<file path="src/rtl/uart_rx.sv">
// UART receiver: 8N1 frames, mid-bit sampling from a start-edge-aligned baud counter.
// Define UART_RX_PARITY_EN to add an even-parity bit between bit 7 and stop.
module uart_rx #(
  parameter int unsigned CLKS_PER_BIT = 868
) (
  input  logic       clk,
  input  logic       rst,
  input  logic       rx_sync,
  input  logic       rx_edge,
  output logic [7:0] data,
  output logic       valid,
  input  logic       ready,
  output logic       frame_err,
  output logic       parity_err,
  output logic       overrun
);

  localparam int unsigned CW = $clog2(CLKS_PER_BIT);
  localparam logic [CW-1:0] HALF_M1 = CW'(CLKS_PER_BIT / 2 - 1);
  localparam logic [CW-1:0] LAST = CW'(CLKS_PER_BIT - 1);

`ifdef UART_RX_PARITY_EN
  typedef enum logic [2:0] {
    IDLE, START, DATA, PARITY, STOP
  } state_e;
`else
  typedef enum logic [2:0] {
    IDLE, START, DATA, STOP
  } state_e;
`endif

  state_e        state_q, state_d;
  logic [CW-1:0] cnt_q, cnt_d;
  logic [2:0]    bit_q, bit_d;
  logic [7:0]    shift_q, shift_d;
  logic [7:0]    data_q, data_d;
  logic          valid_q, valid_d;
  logic          ferr_q, ferr_d;
  logic          ovr_q, ovr_d;
  logic          perr_d;
  logic          tick;
  logic          par_bad;

`ifdef UART_RX_PARITY_EN
  logic par_q, par_d;
  logic perr_q;
  assign par_bad    = ^{shift_q, par_q};
  assign parity_err = perr_q;
`else
  assign par_bad    = 1'b0;
  assign parity_err = 1'b0;
`endif

  assign tick      = (cnt_q == LAST);
  assign data      = data_q;
  assign valid     = valid_q;
  assign frame_err = ferr_q;
  assign overrun   = ovr_q;

  always_comb begin
    state_d = state_q;
    cnt_d   = cnt_q + 1'b1;
    bit_d   = bit_q;
    shift_d = shift_q;
    data_d  = data_q;
    valid_d = valid_q & ~ready;
    ferr_d  = 1'b0;
    perr_d  = 1'b0;
    ovr_d   = 1'b0;
`ifdef UART_RX_PARITY_EN
    par_d   = par_q;
`endif
    unique case (state_q)
      IDLE: begin
        cnt_d = '0;
        if (rx_edge && !rx_sync) state_d = START;
      end
      START: begin
        if (cnt_q == HALF_M1) begin
          cnt_d   = '0;
          bit_d   = '0;
          state_d = rx_sync ? IDLE : DATA;
        end
      end
      DATA: begin
        if (tick) begin
          cnt_d   = '0;
          shift_d = {rx_sync, shift_q[7:1]};
          bit_d   = bit_q + 3'd1;
          if (bit_q == 3'd7) begin
`ifdef UART_RX_PARITY_EN
            state_d = PARITY;
`else
            state_d = STOP;
`endif
          end
        end
      end
`ifdef UART_RX_PARITY_EN
      PARITY: begin
        if (tick) begin
          cnt_d   = '0;
          par_d   = rx_sync;
          state_d = STOP;
        end
      end
`endif
      STOP: begin
        if (tick) begin
          cnt_d   = '0;
          state_d = IDLE;
          // Error precedence: frame > parity > overrun; a same-cycle
          // handshake frees the holding register before the load.
          if (!rx_sync) begin
            ferr_d = 1'b1;
          end else if (par_bad) begin
            perr_d = 1'b1;
          end else if (valid_q && !ready) begin
            ovr_d = 1'b1;
          end else begin
            data_d  = shift_q;
            valid_d = 1'b1;
          end
        end
      end
      default: state_d = IDLE;
    endcase
  end

  always_ff @(posedge clk) begin
    if (rst) begin
      state_q <= IDLE;
      cnt_q   <= '0;
      bit_q   <= '0;
      shift_q <= '0;
      data_q  <= '0;
      valid_q <= 1'b0;
      ferr_q  <= 1'b0;
      ovr_q   <= 1'b0;
    end else begin
      state_q <= state_d;
      cnt_q   <= cnt_d;
      bit_q   <= bit_d;
      shift_q <= shift_d;
      data_q  <= data_d;
      valid_q <= valid_d;
      ferr_q  <= ferr_d;
      ovr_q   <= ovr_d;
    end
  end

`ifdef UART_RX_PARITY_EN
  always_ff @(posedge clk) begin
    if (rst) begin
      par_q  <= 1'b0;
      perr_q <= 1'b0;
    end else begin
      par_q  <= par_d;
      perr_q <= perr_d;
    end
  end
`else
  logic unused_perr;
  assign unused_perr = perr_d;
`endif

endmodule
</file>
<file path="config.mk">
export PLATFORM = sky130hd
export DESIGN_NAME = uart_rx
export DESIGN_NICKNAME = d
export VERILOG_FILES = /design/src/rtl/uart_rx.sv
export SDC_FILE = /design/constraint.sdc
export NUM_CORES = 1
export LEC_CHECK = 0
export BUFFER_PORTS_ARGS = -buffer_cell sky130_fd_sc_hd__buf_2
export CAP_MARGIN = 20
export CORE_AREA = 5 5 63 65
export DETAILED_ROUTE_END_ITERATION = 8
export DIE_AREA = 0 0 68 70
export GPL_TIMING_DRIVEN = 1
export PLACE_DENSITY_LB_ADDON = 0.08
export RECOVER_POWER = 25
export SYNTH_ARGS = -nofsm -noshare
export SYNTH_HDL_FRONTEND = slang
export SYNTH_SLANG_ARGS = --single-unit
export TNS_END_PERCENT = 50
</file>
<file path="constraint.sdc">
create_clock -name clk -period 2 [get_ports clk]
set_clock_uncertainty 0.05 [all_clocks]
set_input_delay 0.1 -clock clk [delete_from_list [all_inputs] [get_ports clk]]
set_output_delay 0.1 -clock clk [all_outputs]
set_load 0.01 [all_outputs]
</file>
# Word-level counts from Yosys, hierarchy flattened
# Index checks and enable logic that the tools add are counted.
[op_classes]
bitwise_logic = 6
muxes = 19
n_reduce_logical = 13
addsub = 2
n_eq_ne = 11
[op_table]
columns = ["op", "count"]
rows = [
  ["one-hot mux 10 bit (3 select lines)", 1],
  ["2-to-1 mux 3 bit", 7],
  ["2-to-1 mux 10 bit", 2],
  ["one-hot mux 3 bit (4 select lines)", 1],
  ["adder 10 x 1 -> 10 bit (second input constant)", 1],
  ["equality test 10 bit (second input constant)", 1],
  ["equality test 10 x 9 -> 1 bit (second input constant)", 1],
  ["!= test 2 bit (second input constant)", 5],
  ["equality test 3 x 2 -> 1 bit (second input constant)", 2],
  ["2-to-1 mux 1 bit", 6],
  ["one-hot mux 3 bit (2 select lines)", 1],
  ["inverter 1 bit", 5],
  ["AND reduction 5 bit", 1],
  ["AND reduction 4 bit", 1],
  ["OR reduction 4 bit", 1],
  ["adder 3 x 1 -> 3 bit (second input constant)", 1],
  ["equality test 3 x 1 -> 1 bit (second input constant)", 1],
  ["equality test 3 bit (second input constant)", 1],
  ["zero test 3 bit", 1],
  ["AND reduction 3 bit", 1],
  ["OR reduction 3 bit", 1],
  ["logical AND 1 bit", 2],
  ["zero test 1 bit", 2],
  ["2-to-1 mux 2 bit", 1],
  ["other kinds (4)", 4],
]
[totals]
output_inout_bits = 12
ff_bits = 35

# Logic depth before layout (Yosys ltp)
# Gate-level depths: netlist (run 1).
[logic_depth]
depth_word = 6
ltp_mapped = 7

# Worst setup path before layout (run 1)
# No wires, ideal clock.
[synth_timing]
kind = "register to register"
startpoint = "register cnt_q[2]"
endpoint = "register data_q[0] (netlist: data[0])"
arrival_time_ns = 1.794
setup_ns = 0.072
path_slack_ns = 0.084
stages_incl_launch_ff = 7
path_cell_list = "dfxtp_1 -> or3b_1 -> buf_2 -> or4_4 -> nor2b_2 -> buf_6 -> mux2i_1"
[synth_between]
elab_chain_cells = 2
[synth_lines]
columns = ["item", "line", "source"]
rows = [
  ["start: declaration", "33", "logic [CW-1:0] cnt_q, cnt_d;"],
  ["start signal: assignment", "142", "cnt_q <= cnt_d;"],
  ["equality test 10 bit", "54", "assign tick = (cnt_q == LAST);"],
  ["AND reduction 4 bit (no source line)", "n/a", ""],
  ["end signal: assignment", "145", "data_q <= data_d;"],
  ["end: declaration", "36", "logic [7:0] data_q, data_d;"],
]
# No other way between the ends.
# A chain may end at the register's enable or synchronous reset.

# Worst setup path in the final report (run 1)
[layout_timing]
startpoint = "register cnt_q[8]"
endpoint = "register data_q[7] (netlist: data[7])"
# Same word-level chain as after synthesis.

==> results of run 1 <==
## area by class of cell
type	instances	area (um2)
multi-input combinational	113	862
clock buffer	6	51.3
inverter	4	15.0
fill	314	1400
tap	46	57.6
sequential	34	681
clock inverter	2	60.1
timing repair buffer	26	163
## cell families (layout without fill, tap and decap cells)
family                   count (synthesis)  count (layout)  share of synthesized area (%)
multiplexers                            18              18                           11.9
adder cells (fa/ha/maj)                  4               4                           3.10
buffers and inverters                   14              38                           5.49
XOR/XNOR                                 8               8                           4.33
other                                    1               1                          0.232
AO/OA/AOI/OAI                           12              12                           5.19
flip-flops                              34              34                           42.1
AND/OR/NAND/NOR                         70              70                           27.6
## worst max-delay path: stages, from the launching register on
cell,delay (ns)
dfxtp_1,0.35
or3b_1,0.37
or4_4,0.58
nor2b_4,0.15
buf_12,0.14
mux2i_1,0.19
## state kept, by name, indices dropped and copies added, names as in the netlist
| register | count |
|---|---|
| frame_err | 1 |
| overrun | 1 |
| data | 8 |
| shift_q | 8 |
| valid | 1 |
| bit_q | 3 |
| cnt_q | 10 |
| state_q | 2 |
## synthesized netlist by cell type (all sizes together), types with 3 or more instances
master / count
dfxtp: 34
nor2: 20
mux2i: 17
or2b: 14
clkbuf: 6
nand2b: 6
xnor2: 5
a21oi: 4
buf: 4
ha: 4
inv: 4
nand3: 4
nand4: 4
nor3: 4
nand2: 3
nor2b: 3
xor2: 3
## power by group through the flow
stage / registers [uW] / clock network (uW) / logic (uW)
after global placement: 699 / 0 / 35.2
after detailed placement: 700 / 0 / 36.0
after floorplan: 696 / 0 / 32.9
after global routing: 685 / 707 / 45.0
final: 684 / 665 / 39.9
after CTS: 684 / 681 / 39.1
## metrics by stage
stage	power [uW]	hold slack (ns)
after global routing	1440	0.170
after global placement	735	0.305
final	1390	0.152
after detailed placement	736	0.308
after CTS	1400	0.148
after floorplan	729	0.127
## routing by layer
layer  GRT usage, %  share of wire, %
met1           18.6                47
met2           21.1                46
met3           3.85               4.4
met4           7.95               2.2
met5              0                 0
## path summary, 6_finish.rpt
check                 from  cells past startpoint    endpoint
setup / recovery  cnt_q[8]                      5     data[7]
hold / removal         rst                      2  shift_q[3]
setup reg to reg  cnt_q[8]                      5     data[7]
hold reg to reg    data[3]                      2     data[3]
## placed cells by master, fill, tap and decap left out, types with 2 or more instances in the layout
master,instances
nand4_1,4
nor2b_1,2
nor3_1,4
inv_1,4
buf_2,5
or2b_2,10
nand3_1,4
xnor2_1,5
mux2i_1,17
xor2_1,3
dlygate4sd3_1,2
buf_4,8
nand2b_1,6
a21oi_1,4
bufinv_16,2
nand2_1,3
clkbuf_1,10
dfxtp_1,34
clkbuf_4,5
ha_1,3
o31ai_1,2
or2b_1,4
nor2_1,20
## timing repair
action | CTS | global route
hold endpoints to repair | 2 | 0
gates resized for setup | 0 | 3
setup endpoints to repair | 0 | 9
hold buffers | 2 | 0
==> qor.json, run 1 <==
{
  "floorplanning": {
    "die_x_um": 68,
    "fp-row-count": 21,
    "core_area_um2": 3280,
    "initial_core_util_pct": 49.2,
    "die_height_um": 70,
    "io_pins": 17,
    "die_area_um2": 4760
  },
  "worst_setup_path": {
    "endpoint_kind": "flip-flop",
    "worstPathArrival_ns": 2.12,
    "critical_path_peak_fanout": 8,
    "required_ns": 2.23,
    "timing.reg2reg.setup_slack_ns": 0.11,
    "path_class": "reg -> reg",
    "worst_setup_path_start_kind": "flip-flop"
  },
  "sta": {
    "final_max_slew_viol_count": 0,
    "finalSetupViolations": 0,
    "timing.final.ws_setup_ns": 0.110,
    "timing.slew.headroom_pct": 65.9,
    "fmax_mhz": 529,
    "layout_worst_path_cycle_share_pct": 94.5,
    "worstMarginPinSlew_ns": 0.511,
    "finalHoldViolCount": 0,
    "setup_tns_ns": 0,
    "final_period_minus_worst_setup_slack_ns": 1.89
  },
  "synth": {
    "synth_area_um2": 1620,
    "portion_of_the_post_synthesis_area_used_by_sequential_elements_pct": 42.1,
    "gate_count_after_technology_mapping": 161,
    "cell_type_contributing_the_most_total_cell_area_after_synthesis": "dfxtp_1",
    "synth_ff_type": "dfxtp_1",
    "netlist-cell-type-count": 43,
    "ys_async_sr_fraction_pct": 0,
    "mappedNetlistNets": 170,
    "post_synth_main_area_contributors": "dfxtp_1, mux2i_1, or2b_2",
    "post_synth.cell_area_avg_um2": 10.0,
    "ffs_latches_synth": 34,
    "yosys_warning_count": 0,
    "area_share_of_the_largest_cell_type_after_synthesis_pct": 42.1,
    "number_of_synthesized_flops_with_an_enable_pin": 0
  },
  "grt": {
    "vias_in_the_first_global_route": 1163,
    "global_route_wire_length_before_repair_um": 5180,
    "grt.total_usage_pct": 14.3,
    "grt_antenna_before_repair": 0,
    "grt_max_degree": 36,
    "grt_overflow": 0
  },
  "run_status": {
    "status": "complete, no violations"
  },
  "placed_design": {
    "placed_cells": 221,
    "io_buffers": 15,
    "finalWeightedCongestion": 0.761,
    "dp_hpwl_um": 2150,
    "dp_worst_setup_slack_ns": 0.0498,
    "place_area_um2": 1760
  },
  "routing": {
    "first_iter_violations": 38,
    "viasPerCell": 5.03,
    "drt_first_pass_iters": 4,
    "num_vias": 1163,
    "routed_wirelength_um": 3000,
    "drc_errors": 0,
    "route.detailed.wl_per_inst_um": 13.0,
    "ant_nets": 0
  },
  "clock_network": {
    "number_of_buffers_on_the_longest_clock_path": 2,
    "cts.htree.levels": 2,
    "tritoncts.num_buffers": 5,
    "postCtsSetupBuffers": 0,
    "path_clk_slew_ns": 0.10,
    "cts_sinks": 34,
    "insertion_delay_ns": 0.34,
    "cts.root.buffer_cell": "clkbuf_4",
    "cts_tree": "built"
  },
  "finish": {
    "design.final.nets": 193,
    "drive_above_1_share_pct": 21.1,
    "final_core_utilization_pct": 57.5,
    "area_added_between_synthesis_and_finish_pct": 16.9,
    "antenna_cells_inserted": 0,
    "postLayoutCellArea_um2": 1890,
    "instances_no_fill": 231
  },
  "power": {
    "internal-power_uw": 1120,
    "total_net_switching_power_uw": 268,
    "power_leakage_uw": 0.000698,
    "peak_supply_drop_mv": 0.508,
    "share_comb_of_total_power_pct": 2.9,
    "share_clk_of_total_power_pct": 47.9,
    "power_per_cell_area_nw_per_um2": 735,
    "power_frac_seq_pct": 49.3,
    "power.share.switching_pct": 19.3
  },
  "job": {
    "cap_viol_max_count": 0
  },
  "hold_path": {
    "hold_path_class": "in -> reg"
  }
}
Note: power is estimated with default switching activity, not from simulation.
==> run 2: changes to the inputs <==
==> constraint.sdc (replaced) <==
create_clock -name clk -period 2 [get_ports clk]
set_clock_uncertainty 0.05 [all_clocks]
set_input_delay 0.4 -clock clk [delete_from_list [all_inputs] [get_ports clk]]
set_output_delay 0.4 -clock clk [all_outputs]
set_load 0.01 [all_outputs]
==> run 2 against run 1 <==
Core utilization shrank 0.61 points. Critical endpoint unchanged. First-iteration DRC count grew 2.6%. Maximum frequency is the same. Design area shrank 1.1%.
==> qor.json, run 2 (synthesis gave the netlist of run 1 again) <==
{
  "run_status": {
    "status": "complete, no violations"
  },
  "finish": {
    "design.final.nets": {"value": 191, "change": "-1.0%"},
    "instances_no_fill": {"value": 229, "change": "-0.87%"},
    "area_added_between_synthesis_and_finish_pct": 15.6,
    "final_common_cell": "dfxtp_1",
    "antenna_cells_inserted": {"value": 0, "change": "unchanged"},
    "mostFrequentLayoutCells": "dfxtp_1, nor2_1, mux2i_1",
    "drive_above_1_share": {"value": 21.3, "unit": "%", "change": "+0.23 points"},
    "largest_reg_flops": {"value": 10, "change": "unchanged"},
    "final_core_utilization": {"value": 56.9, "unit": "%", "change": "-0.61 points"},
    "top_register": "cnt_q"
  },
  "floorplanning": {
    "io_pins": {"value": 17, "change": "unchanged"},
    "die_area": {"value": 4760, "unit": "um2", "change": "unchanged"},
    "die_height": {"value": 70, "unit": "um", "change": "unchanged"},
    "fp-row-count": {"value": 21, "change": "unchanged"},
    "die_x": {"value": 68, "unit": "um", "change": "unchanged"},
    "initial_core_util": {"value": 49.2, "unit": "%", "change": "unchanged"},
    "core_area": {"value": 3280, "unit": "um2", "change": "unchanged"}
  },
  "worst_setup_path": {
    "worstPathCellList": "or3b_1 -> or4_4 -> nor2b_4 -> buf_12 -> mux2i_1",
    "worstPathArrival": {"value": 2.12, "unit": "ns", "change": "about the same"},
    "critical_path_peak_fanout": {"value": 8, "change": "unchanged"},
    "endpoint_kind": "flip-flop",
    "slowest_stage": "or4_4",
    "worst_setup_path_start_kind": "flip-flop",
    "required": {"value": 2.23, "unit": "ns", "change": "about the same"},
    "critical-path-max-stage-delay": {"value": 0.58, "unit": "ns", "change": "about the same"},
    "path_class": "reg -> reg"
  },
  "sta": {
    "layout_worst_path_cycle_share": {"value": 94.5, "unit": "%", "change": "about the same"},
    "final_period_minus_worst_setup_slack": {"value": 1.89, "unit": "ns", "change": "-0.00000100 ns"},
    "hold_ws": {"value": 0.240, "unit": "ns", "change": "+0.0883 ns"},
    "finalHoldViolCount": {"value": 0, "change": "unchanged"},
    "worstMarginPinSlew": {"value": 0.511, "unit": "ns", "change": "+0.000172 ns"},
    "final_max_slew_viol_count": {"value": 0, "change": "unchanged"},
    "fmax": {"value": 529, "unit": "MHz", "change": "unchanged"},
    "timing.slew.headroom": {"value": 65.9, "unit": "%", "change": "about the same"},
    "timing.final.ws_setup": {"value": 0.110, "unit": "ns", "change": "+0.00000100 ns"},
    "finalSetupViolations": {"value": 0, "change": "unchanged"}
  },
  "power": {
    "power_per_cell_area": {"value": 741, "unit": "nW/um2", "change": "+0.83%"},
    "total_net_switching_power": {"value": 268, "unit": "uW", "change": "-0.29%"},
    "share_comb_of_total_power": {"value": 2.7, "unit": "%", "change": "-0.2 points"},
    "share_clk_of_total_power": {"value": 47.9, "unit": "%", "change": "about the same"},
    "power_frac_seq": {"value": 49.4, "unit": "%", "change": "about the same"},
    "power.share.switching": {"value": 19.3, "unit": "%", "change": "about the same"},
    "power_leakage": {"value": 0.000690, "unit": "uW", "change": "-1.2%"},
    "power": {"value": 1390, "unit": "uW", "change": "-0.24%"},
    "peak_supply_drop": {"value": 0.508, "unit": "mV", "change": "about the same"},
    "internal-power": {"value": 1120, "unit": "uW", "change": "-0.23%"}
  },
  "routing": {
    "routed_wirelength": {"value": 2980, "unit": "um", "change": "-0.90%"},
    "viasPerCell": {"value": 5.05, "change": "+0.35%"},
    "route.detailed.wl_per_inst": {"value": 13.0, "unit": "um", "change": "about the same"},
    "num_vias": {"value": 1157, "change": "-0.52%"},
    "drc_errors": {"value": 0, "change": "unchanged"},
    "drt_first_pass_iters": {"value": 4, "change": "unchanged"},
    "first_iter_violations": {"value": 39, "change": "+2.6%"},
    "ant_nets": {"value": 0, "change": "unchanged"}
  },
  "clock_network": {
    "ctsHoldBuffers": {"value": 0, "change": "-2"},
    "number_of_buffers_on_the_longest_clock_path": {"value": 2, "change": "unchanged"},
    "cts_sinks": {"value": 34, "change": "unchanged"},
    "tritoncts.num_buffers": {"value": 5, "change": "unchanged"},
    "postCtsSetupBuffers": {"value": 0, "change": "unchanged"},
    "cts.root.buffer_cell": "clkbuf_4",
    "cts_tree": "built",
    "path_clk_slew": {"value": 0.10, "unit": "ns", "change": "about the same"},
    "cts.htree.levels": {"value": 2, "change": "unchanged"},
    "postCtsResizedCells": {"value": 0, "change": "unchanged"},
    "insertion_delay": {"value": 0.34, "unit": "ns", "change": "about the same"}
  },
  "grt": {
    "grt_overflow": {"value": 0, "change": "unchanged"},
    "vias_in_the_first_global_route": {"value": 1151, "change": "-1.0%"},
    "grt_antenna_before_repair": {"value": 0, "change": "unchanged"},
    "global_route_wire_length_before_repair": {"value": 5150, "unit": "um", "change": "-0.54%"},
    "grt_max_degree": {"value": 36, "change": "unchanged"},
    "grt.total_usage": {"value": 14.3, "unit": "%", "change": "-0.065 points"}
  },
  "placed_design": {
    "io_buffers": {"value": 15, "change": "unchanged"},
    "placed_cells": {"value": 221, "change": "unchanged"},
    "dp_worst_setup_slack": {"value": 0.0498, "unit": "ns", "change": "unchanged"},
    "finalWeightedCongestion": {"value": 0.761, "change": "unchanged"},
    "dp_hpwl": {"value": 2150, "unit": "um", "change": "unchanged"}
  },
  "job": {
    "cap_viol_max_count": {"value": 0, "change": "unchanged"}
  },
  "hold_path": {
    "hold_path_class": "in -> reg"
  }
}
run 2: worst paths after layout:
| kind | startpoint | endpoint | slack, ns | depth (start not counted) |
|---|---|---|---|---|
| worst max-delay path | cnt_q[8] | data[7] | 0.11 | 5 |
| worst min-delay path | rx_sync | frame_err | 0.24 | 2 |
| worst max register to register | cnt_q[8] | data[7] | 0.11 | 5 |
| worst min register to register | data[3] | data[3] | 0.43 | 2 |
run 2: critical path: cells and delay by family (launching register included):
family,cells,cell delay (ns)
multiplexers,1,0.19
AND/OR/NAND/NOR,3,1.10
flip-flops,1,0.35
buffers and inverters,1,0.14
run 2: cell type report:
cell class	instances	area, um2
multi-input combinational	113	862
sequential	34	681
fill	316	1420
timing repair buffer	24	143
inverter	4	15.0
clock buffer	6	51.3
clock inverter	2	60.1
tap	46	57.6
run 2: layer usage:
metal  vias up  global-route usage, %  part of all wire [%]
met5         -                      0                     0
met4         0                   7.95                   2.2
met3         7                   3.85                   4.8
met2        17                   20.9                    46
met1       541                   18.6                    47
li1        592                      -                     -
run 2: through the flow:
step / setup TNS, ns / cell area, um2
5_1_grt: -0.00137 / 1870
3_3_place_gp: 0 / 1760
4_1_cts: 0 / 1870
2_1_floorplan: 0 / 1620
6_report: 0 / 1870
3_5_place_dp: 0 / 1760
run 2: power by group through the flow:
| stage | logic (uW) | registers (uW) | clock network, uW |
|---|---|---|---|
| 3_5_place_dp | 36.0 | 700 | 0 |
| 2_1_floorplan | 32.9 | 696 | 0 |
| 4_1_cts | 36.2 | 684 | 681 |
| 3_3_place_gp | 35.2 | 699 | 0 |
| 5_1_grt | 41.8 | 685 | 707 |
| 6_report | 36.9 | 684 | 664 |
